### src/rtl/alu_gate_arbiter_rv32i.sv
// Round-robin arbiter that shares one registered 32-bit XOR/OR/AND unit between NREQ requesters.
// Each result comes back one cycle after its grant, tagged with the winning requester ID.
module alu_gate_arbiter_rv32i #(
  parameter  int NREQ = 4,
  localparam int ID_W = $clog2(NREQ)
) (
  input  logic                 clk,
  input  logic                 rst,
  input  logic [NREQ-1:0]      req_valid,
  output logic [NREQ-1:0]      req_ready,
  input  logic [NREQ*32-1:0]   req_in1,
  input  logic [NREQ*32-1:0]   req_in2,
  input  logic [NREQ*3-1:0]    req_type,
  output logic                 rsp_valid,
  input  logic                 rsp_ready,
  output logic [31:0]          rsp_data,
  output logic [ID_W-1:0]      rsp_id,
  output logic                 rsp_illegal
);

  localparam int DATA_W = 32;
  localparam logic [ID_W-1:0] LAST_ID = ID_W'(NREQ - 1);

  // Returns {illegal, result}; unknown op codes produce a zero result.
  function automatic logic [DATA_W:0] logic_op(
    input logic [DATA_W-1:0] a,
    input logic [DATA_W-1:0] b,
    input logic [2:0]        op
  );
    logic [DATA_W:0] r;
    case (op)
      3'b000:  r = {1'b0, a ^ b};
      3'b001:  r = {1'b0, a | b};
      3'b010:  r = {1'b0, a & b};
      default: r = {1'b1, {DATA_W{1'b0}}};
    endcase
    return r;
  endfunction

  logic [ID_W-1:0]    rr_ptr;
  logic [ID_W-1:0]    gnt_idx_p0;
  logic               gnt_found_p0;
  logic               can_accept;
  logic               xfer_p0;
  logic [DATA_W-1:0]  op_a_p0;
  logic [DATA_W-1:0]  op_b_p0;
  logic [2:0]         op_type_p0;
  logic [DATA_W:0]    op_res_p0;

  // Stage 0: round-robin search starting at rr_ptr, grant, and operand mux
  always_comb begin
    gnt_found_p0 = 1'b0;
    gnt_idx_p0   = '0;
    for (int k = 0; k < NREQ; k++) begin
      int idx;
      idx = int'(rr_ptr) + k;
      if (idx >= NREQ) idx = idx - NREQ;
      if (!gnt_found_p0 && req_valid[ID_W'(idx)]) begin
        gnt_found_p0 = 1'b1;
        gnt_idx_p0   = ID_W'(idx);
      end
    end
  end

  assign can_accept = !rsp_valid || rsp_ready;
  assign xfer_p0    = !rst && can_accept && gnt_found_p0;

  always_comb begin
    req_ready = '0;
    if (xfer_p0) req_ready[gnt_idx_p0] = 1'b1;
  end

  assign op_a_p0    = req_in1[DATA_W*int'(gnt_idx_p0) +: DATA_W];
  assign op_b_p0    = req_in2[DATA_W*int'(gnt_idx_p0) +: DATA_W];
  assign op_type_p0 = req_type[3*int'(gnt_idx_p0) +: 3];
  assign op_res_p0  = logic_op(op_a_p0, op_b_p0, op_type_p0);

  // Stage 1: response register; a drain and a reload may happen on the same edge
  always_ff @(posedge clk) begin
    if (rst) begin
      rsp_valid   <= 1'b0;
      rsp_data    <= '0;
      rsp_id      <= '0;
      rsp_illegal <= 1'b0;
      rr_ptr      <= '0;
    end else if (xfer_p0) begin
      rsp_valid   <= 1'b1;
      rsp_data    <= op_res_p0[DATA_W-1:0];
      rsp_illegal <= op_res_p0[DATA_W];
      rsp_id      <= gnt_idx_p0;
      rr_ptr      <= (gnt_idx_p0 == LAST_ID) ? '0 : gnt_idx_p0 + ID_W'(1);
    end else if (rsp_ready) begin
      rsp_valid   <= 1'b0;
    end
  end

endmodule

### config.mk
export PLATFORM = sky130hd
export DESIGN_NAME = alu_gate_arbiter_rv32i
export DESIGN_NICKNAME = d
export VERILOG_FILES = /design/src/rtl/alu_gate_arbiter_rv32i.sv
export SDC_FILE = /design/constraint.sdc
export NUM_CORES = 1
export LEC_CHECK = 0
export CORE_MARGIN = 1.5
export CORE_UTILIZATION = 41
export DETAILED_ROUTE_END_ITERATION = 12
export GPL_TIMING_DRIVEN = 0
export PLACE_DENSITY = 0.83
export SLEW_MARGIN = 40
export SYNTH_ARGS = -nofsm -noshare
export SYNTH_HDL_FRONTEND = slang
export SYNTH_SLANG_ARGS = --single-unit
### constraint.sdc
create_clock -name clk -period 2.79 [get_ports clk]
set_input_delay 0.279 -clock clk [delete_from_list [all_inputs] [get_ports clk]]
set_output_delay 0.279 -clock clk [all_outputs]
set_load 0.005 [all_outputs]
==> flow_summary.yaml, run 1 <==
status:
  outcome: "finished, final reports clean"
detailed_routing:
  drt-pass1-iter-count: 5
  routed_wl_um: 23020
  num_vias: 6943
  antenna_left: 0
  vias_per_cell: 5.324
  routedWlPerCell_um: 17.65
  drc: 0
  first_iter_violations: 421
critical_path:
  cp_slowest_cell: "clkdlybuf4s50_1"
  critPathArrivalTime_ps: 2380
  startpoint_type: "input pin"
  path_buf_inv: 4
  cp.required_ps: 2510
  crit_path_cell_trace: "clkdlybuf4s50_1, inv_1, and2_1, nor3_4, buf_4, ha_1, and2_1, clkdlybuf4s50_1"
  crit_family: "buffers and inverters"
  critPathMaxStageDelay_ps: 500
  crit_type: "in2out"
  crit_fanout: 11
  cp-end-kind: "primary output"
finish:
  design_area_mm2: 0.009673
  drive_above_1_share_pct: 8.274
  insertedDiodeCount: 0
  fillers: 1226
  areaGrowthSynthToFinish_pct: 63.65
  nets: 1466
  post-route-util_pct: 69.15
global_route:
  overflow: 0
  gr-usage-all-layers_pct: 29.09
  antenna_found_initial: 0
  grt_pass1_vias: 6730
  grt_first_pass_wirelength_um: 34070
  grt_max_degree: 14
sta:
  fmax_ghz: 0.3762
  period_minus_slack_ps: 2658
  setup_viol: 0
  min_period_over_period_pct: 95.27
  slew_violations: 0
  finalHoldViolCount: 0
  grt_setup_unrepaired: "no"
  tightest_slew_ps: 826.1
  max_slew_margin_pct: 44.93
  finClkSkew_ps: 5.319
clock_tree:
  clkLatencyLatePin_ps: 290
  clock-sinks: 38
  clk_path_buf_depth: 2
  cts_tree: "built"
  htreeDepth: 2
  clkTransAtPathRegs_ps: 60
  cts-root-buf: "clkbuf_16"
  cts-buffers-inserted: 5
logic_synthesis:
  yosysWarnings: 0
  synth_seq_cells: 38
  synth_adder_area_share_pct: 14.39
  synth_compound_area_share_pct: 20.87
  yosysSeqAreaShare_pct: 12.87
  yosysUniqueCellTypes: 37
  synthCells: 799
  yosysMostFrequentCell: "nand2_1"
  synth_top_family_by_area: "multiplexers"
  synth_simple_gate_area_share_pct: 20.45
  netlist_area_mm2: 0.005911
  synth_edf_count: 0
  synth_mux_area_share_pct: 22.88
  async_flop_share_pct: 0
  synth_ff_type: "dfxtp_1"
  synth_area_leaders: "mux2i_1 (23%), nand2_1 (15%), ha_1 (14%), dfxtp_1 (13%), a221oi_2 (7.4%)"
  synth_fp_nets: 1142
  synth_common_cells: "nand2_1 (229), mux2i_1 (134), ha_1 (68), inv_1 (66), dfxtp_1 (38)"
  synth-xor-area-share_pct: 0
  avgSynthCellArea_um2: 7.398
  synth_top_area_share_pct: 22.69
  synth_top_area_cell: "mux2i_1"
die:
  die_w_um: 123.1
  die_h_um: 123.1
  coreArea_mm2: 0.01399
  dieArea_mm2: 0.01515
  placementRows: 43
  io_pins: 315
  start_util_pct: 42.25
pwr:
  ir_drop_mv: 0.2815
  power.density_mw_per_mm2: 468.0
  power.static_leakage_uw: 0.004348
place:
  gp_congestion: 0.8287
  placed_area_mm2: 0.009279
  portBuffers: 314
  place.detailed.hpwl_um: 18280
min_path:
  hold_path_class: "reg2reg"
flow_run:
  drv_cap: 0
layer usage:
metal,wire length [um],track usage (%),up-vias
li1,-,-,3398
met1,9027,34.61,3200
met2,11650,52.92,298
met3,1661,5.212,47
met4,679,8.836,0
met5,0,0,-
metrics by stage:
step	cells	hold slack (ps)	total power, uW	setup slack (ps)	setup TNS, ps
6_report	1304	468.4	4527	132.1	0
5_1_grt	1304	485.4	4862	2.782	0
4_1_cts	1304	471.0	4459	8.528	0
3_3_place_gp	1293	459.8	3537	-976.0	-30130
3_5_place_dp	1293	460.4	3611	-964.0	-31400
2_1_floorplan	799	459.5	2530	287.5	0
logic make-up (layout without fill, tap and decap cells):
| logic type | count (synthesis) | count (layout) |
|---|---|---|
| simple gates | 291 | 291 |
| compound gates | 140 | 140 |
| mux | 135 | 135 |
| buf+inv | 127 | 452 |
| fa+ha+maj | 68 | 68 |
| flops | 38 | 38 |
registers in the layout, indices dropped and copies added, names as in the netlist:
signal / cells
rr_ptr: 2
rsp_data: 32
rsp_illegal: 1
rsp_id: 2
rsp_valid: 1
worst min-delay path, stage by stage (launching register included):
cell and delay [ps]:
dfxtp_1 310, nand2b_1 60, a21boi_1 50
power breakdown:
| group | internal [uW] | switching [uW] |
|---|---|---|
| registers | 589 | 28.4 |
| clock network | 515 | 258 |
| logic | 1460 | 1680 |
final cells by class:
class | instances | area (um^2) | share of cell area [%]
tap | 180 | 225.2 | 2.328
buffer | 60 | 390.4 | 4.036
multi-input combinational | 634 | 4673 | 48.31
timing repair buffer | 317 | 3174 | 32.82
clock buffer | 5 | 125.1 | 1.293
inverter | 67 | 254.0 | 2.626
sequential | 38 | 762.0 | 7.877
clock inverter | 3 | 68.82 | 0.7114
cell usage in the layout, fill, tap and decap left out, types with 2 or more instances in the layout:
master | netlist | routed
clkbuf_4 | 0 | 3
nor2_1 | 3 | 3
nand3_1 | 36 | 36
buf_2 | 13 | 6
mux2i_1 | 134 | 131
nand3b_1 | 3 | 3
dlymetal6s2s_1 | 0 | 4
o31a_1 | 32 | 32
bufinv_16 | 0 | 2
and2_1 | 6 | 6
buf_4 | 3 | 13
clkbuf_1 | 34 | 24
clkbuf_2 | 0 | 6
ha_1 | 68 | 68
clkdlybuf4s50_1 | 0 | 309
a221oi_2 | 29 | 30
a221oi_1 | 3 | 2
clkbuf_16 | 0 | 6
mux2i_2 | 0 | 3
buf_6 | 0 | 7
nand2_1 | 229 | 225
dfxtp_1 | 38 | 37
nand2b_1 | 4 | 4
a21o_1 | 32 | 32
nor2b_1 | 3 | 3
nand2_2 | 0 | 4
inv_1 | 66 | 65
o21ai_0 | 36 | 36
repair_timing:
item / CTS / global route
setup endpoints to repair: 36 / 37
buffers inserted: 3 / 0
resized for setup: 37 / 40
hold buffers: 0 / 0
pin swaps: 1 / 1
final timing paths:
| kind | from | end | slack (ps) | cells past startpoint |
|---|---|---|---|---|
| worst max-delay path | req_valid[3] | req_ready[3] | 130 | 8 |
| worst min-delay path | rsp_illegal | rsp_illegal | 470 | 2 |
| worst max register to register | rr_ptr[1] | rsp_data[27] | 160 | 13 |
| worst min register to register | rsp_illegal | rsp_illegal | 470 | 2 |
Power figures use the tool's default switching activity.
==> inputs of run 2 (changes only) <==
- CTS_CLUSTER_DIAMETER: unset -> 40
- SLEW_MARGIN: 40 -> unset
==> flow_summary.yaml, run 2 (synthesized netlist as in run 1, its figures left out) <==
clock_tree:
  cts-root-buf: "clkbuf_16"
  clkTransAtPathRegs_ps: 60
  clock-sinks: 38
  clkLatencyLatePin_ps: 290
  hold_buffers: 0
  cts_tree: "built"
  htreeDepth: 2
  cts-buffers-inserted: 5
  clk_path_buf_depth: 2
pwr:
  sw_frac_of_total_pct: 43.43
  clockPowerShare_pct: 17.1
  power.static_leakage_uw: 0.004345
  power.density_mw_per_mm2: 468.0
  p_total_uw: 4527
  p_int_uw: 2561
  p_switching_uw: 1966
  power_frac_comb_pct: 69.3
  pwr-share-seq_pct: 13.6
  ir_drop_mv: 0.2814
die:
  start_util_pct: 42.25
  dieArea_mm2: 0.01515
  io_pins: 315
  die_h_um: 123.1
  coreArea_mm2: 0.01399
  placementRows: 43
  die_w_um: 123.1
sta:
  finClkSkew_ps: 5.317
  finalHoldViolCount: 0
  setup_viol: 0
  finalSetupTns_ps: 0
  grt_setup_unrepaired: "no"
  max_slew_margin_pct: 42.51
  tightest_slew_ps: 862.3
  period_minus_slack_ps: 2658
  min_period_over_period_pct: 95.27
  whs_ps: 468.4
  fmax_ghz: 0.3762
  slew_violations: 0
global_route:
  grt_first_pass_wirelength_um: 34070
  grt_max_degree: 14
  overflow: 0
  gr-usage-all-layers_pct: 29.09
  antenna_found_initial: 0
  grt_pass1_vias: 6730
place:
  gp_congestion: 0.8287
  place.detailed.hpwl_um: 18280
  placed_area_mm2: 0.009279
  portBuffers: 314
critical_path:
  critPathArrivalTime_ps: 2380
  crit_path_cell_trace: "clkdlybuf4s50_1, inv_1, and2_1, nor3_4, buf_4, ha_1, and2_1, clkdlybuf4s50_1"
  crit_fanout: 11
  crit_type: "in2out"
  r2r_slack_ps: 160
  startpoint_type: "input pin"
  cp_slowest_cell: "clkdlybuf4s50_1"
  cp-end-kind: "primary output"
  critPathMaxStageDelay_ps: 500
  cp.required_ps: 2510
detailed_routing:
  wl_met2_um: 11650
  highest_layer: "met4"
  drc: 0
  met3_length_um: 1668
  routedWlPerCell_um: 17.65
  wl_met1_um: 9018
  vias_per_cell: 5.319
  num_vias: 6936
  antenna_left: 0
  routed_wl_um: 23020
  drt-pass1-iter-count: 5
  first_iter_violations: 421
finish:
  top_regs: "rsp_data: 32 flops, rr_ptr: 2 flops, rsp_id: 2 flops"
  drive_above_1_share_pct: 8.185
  areaGrowthSynthToFinish_pct: 63.63
  final_common_cell: "clkdlybuf4s50_1"
  regMostFlops: "rsp_data"
  design_area_mm2: 0.009672
  post-route-util_pct: 69.14
  layout_common_cells: "clkdlybuf4s50_1 (309), nand2_1 (225), mux2i_1 (131)"
  insertedDiodeCount: 0
  largest_register_ffs: 32
  nets: 1466
min_path:
  hold_path_class: "reg2reg"
flow_run:
  drv_cap: 0
status:
  outcome: "finished, final reports clean"
run 2: cell types whose count changed in the layout (fill, tap and decap cells not counted):
cell      change
clkbuf_2      -1
clkbuf_1      +1
run 2: timing repair:
item / CTS / global route
setup buffers: 3 / 0
gates resized for setup: 37 / 40
setup endpoints to repair: 36 / 37
pin swaps: 1 / 1
run 2: worst paths after layout:
check	cells past startpoint	startpoint	end
setup reg to reg	13	rr_ptr[1]	rsp_data[27]
setup / recovery	8	req_valid[3]	req_ready[3]
hold / removal	2	rsp_illegal	rsp_illegal
hold reg to reg	2	rsp_illegal	rsp_illegal
run 2: critical path, delay by kind of cell:
family | cells | cell delay (ps)
simple gates | 3 | 600
fa+ha+maj | 1 | 160
buf+inv | 4 | 1350
run 2: routing by layer:
layer	GRT usage (%)	vias to the layer above
met2	52.92	299
met1	34.61	3194
met3	5.212	47
li1	-	3396
met5	0	-
met4	8.836	0
run 2: power by group through the flow:
stage          Combinational (uW)  Sequential, uW  Clock [uW]
6_report                     3140             618         773
3_5_place_dp                 2980             629           0
5_1_grt                      3440             623         795
3_3_place_gp                 2910             627           0
2_1_floorplan                1900             628           0
4_1_cts                      3070             617         772
run 2: area by class of cell:
class / count / area, um^2
buffer: 60 / 389.1
clock buffer: 5 / 125.1
clock inverter: 3 / 68.82
fill: 1227 / 4317
inverter: 67 / 254.0
multi-input combinational: 634 / 4673
sequential: 38 / 762.0
tap: 180 / 225.2
timing repair buffer: 317 / 3174
run 2: per-stage QoR:
stage | setup WS, ps | std cells
after floorplan | 287.5 | 799
after global placement | -976.0 | 1293
after detailed placement | -964.0 | 1293
after CTS | 8.528 | 1304
after global routing | 2.235 | 1304
final | 132.0 | 1304
==> inputs of run 3 (changes only) <==
- CORE_UTILIZATION: 41 -> 33
- PLACE_DENSITY: 0.83 -> 0.69
==> flow_summary.yaml, run 3 (synthesized netlist as in run 1, its figures left out) <==
status:
  outcome: "finished, final reports clean"
die:
  placementRows: 48
  die_w_um: 136.8
  io_pins: 315
  die_h_um: 136.8
  coreArea_mm2: 0.01742
  dieArea_mm2: 0.01872
  start_util_pct: 33.94
pwr:
  pwr-share-seq_pct: 14.0
  power_frac_comb_pct: 71.0
  sw_frac_of_total_pct: 44.06
  ir_drop_mv: 0.3954
  p_total_uw: 4411
  power.density_mw_per_mm2: 453.6
  p_int_uw: 2468
  clockPowerShare_pct: 15.0
  p_switching_uw: 1944
  power.static_leakage_uw: 0.004315
finish:
  areaGrowthSynthToFinish_pct: 64.52
  drive_above_1_share_pct: 8.267
  layout_common_cells: "clkdlybuf4s50_1 (311), nand2_1 (226), mux2i_1 (132)"
  final_common_cell: "clkdlybuf4s50_1"
  regMostFlops: "rsp_data"
  largest_register_ffs: 32
  design_area_mm2: 0.009724
  insertedDiodeCount: 0
  final_cells: 1350
  top_regs: "rsp_data: 32 flops, rr_ptr: 2 flops, rsp_id: 2 flops"
  nets: 1467
place:
  place.detailed.hpwl_um: 18630
  placed_area_mm2: 0.009335
  portBuffers: 314
  dp_cells: 1338
  gp_congestion: 0.8122
sta:
  fmax_ghz: 0.3738
  finalSetupTns_ps: 0
  period_minus_slack_ps: 2676
  min_period_over_period_pct: 95.90
  slew_violations: 0
  tightest_slew_ps: 829.3
  setup_viol: 0
  max_slew_margin_pct: 44.71
  finalHoldViolCount: 0
  finClkSkew_ps: 3.982
  grt_setup_unrepaired: "yes"
  whs_ps: 470.5
global_route:
  antenna_found_initial: 0
  gr-usage-all-layers_pct: 23.76
  grt_first_pass_wirelength_um: 34180
  overflow: 0
  grt_max_degree: 12
  grt_pass1_vias: 6583
detailed_routing:
  vias_per_cell: 4.999
  routedWlPerCell_um: 17.14
  first_iter_violations: 297
  num_vias: 6749
  routed_wl_um: 23140
  antenna_left: 0
  drt-pass1-iter-count: 5
  drc: 0
critical_path:
  cp-end-kind: "primary output"
  cp.required_ps: 2510
  crit_type: "in2out"
  r2r_slack_ps: 170
  critPathArrivalTime_ps: 2400
  startpoint_type: "input pin"
  crit_fanout: 11
clock_tree:
  cts-root-buf: "clkbuf_16"
  htreeDepth: 2
  clock-sinks: 38
  clkLatencyLatePin_ps: 280
  clkTransAtPathRegs_ps: 60
  cts_tree: "built"
  cts-buffers-inserted: 5
  clk_path_buf_depth: 2
flow_run:
  drv_cap: 0
min_path:
  hold_path_class: "reg2reg"
==> run 3: power by group through the flow <==
stage	clock network [uW]	registers [uW]	logic [uW]
6_report	661	617	3130
5_1_grt	679	622	3470
4_1_cts	665	618	3120
3_5_place_dp	0	630	3000
3_3_place_gp	0	628	2950
2_1_floorplan	0	628	1900
==> run 3: routing by layer <==
metal	up-vias	track usage (%)	routed length [um]
li1	3398	-	-
met2	230	43.61	11520
met1	3102	29.56	9968
met4	0	4.386	321
met5	-	0	0
met3	19	3.296	1328
==> run 3: layout make-up <==
cell class | count | area, um^2
timing repair buffer | 318 | 3181
fill | 1695 | 7692
clock buffer | 7 | 132.6
sequential | 38 | 760.7
buffer | 60 | 387.9
clock inverter | 1 | 30.03
inverter | 67 | 256.5
tap | 225 | 281.5
multi-input combinational | 634 | 4695
==> run 3: stage by stage <==
step	setup slack (ps)	util [%]
after floorplan	287.5	-
after global placement	-1148	53.60
after detailed placement	-1165	53.60
after CTS	1.860	55.46
after global routing	-13.70	55.83
final	114.5	55.83
==> run 3: worst max-delay path: stages <==
cell,delay (ps)
clkdlybuf4s50_1,500
inv_1,90
and2_1,170
nor3_4,320
inv_2,120
buf_6,170
ha_1,190
and2_1,130
clkdlybuf4s50_1,430
==> run 3: timing repair <==
action                                  in CTS  in global routing
endpoints found under the setup margin      36                 37
setup buffers                                4                  0
hold buffers                                 0                  0
pin swaps                                    2                  1
resized for setup                           48                 25
==> run 3: final timing paths <==
check                     from           end  depth (start not counted)
setup / recovery  req_valid[3]  req_ready[2]                          9
hold / removal     rsp_illegal   rsp_illegal                          2
setup reg to reg     rr_ptr[1]  rsp_data[25]                         12
hold reg to reg    rsp_illegal   rsp_illegal                          2
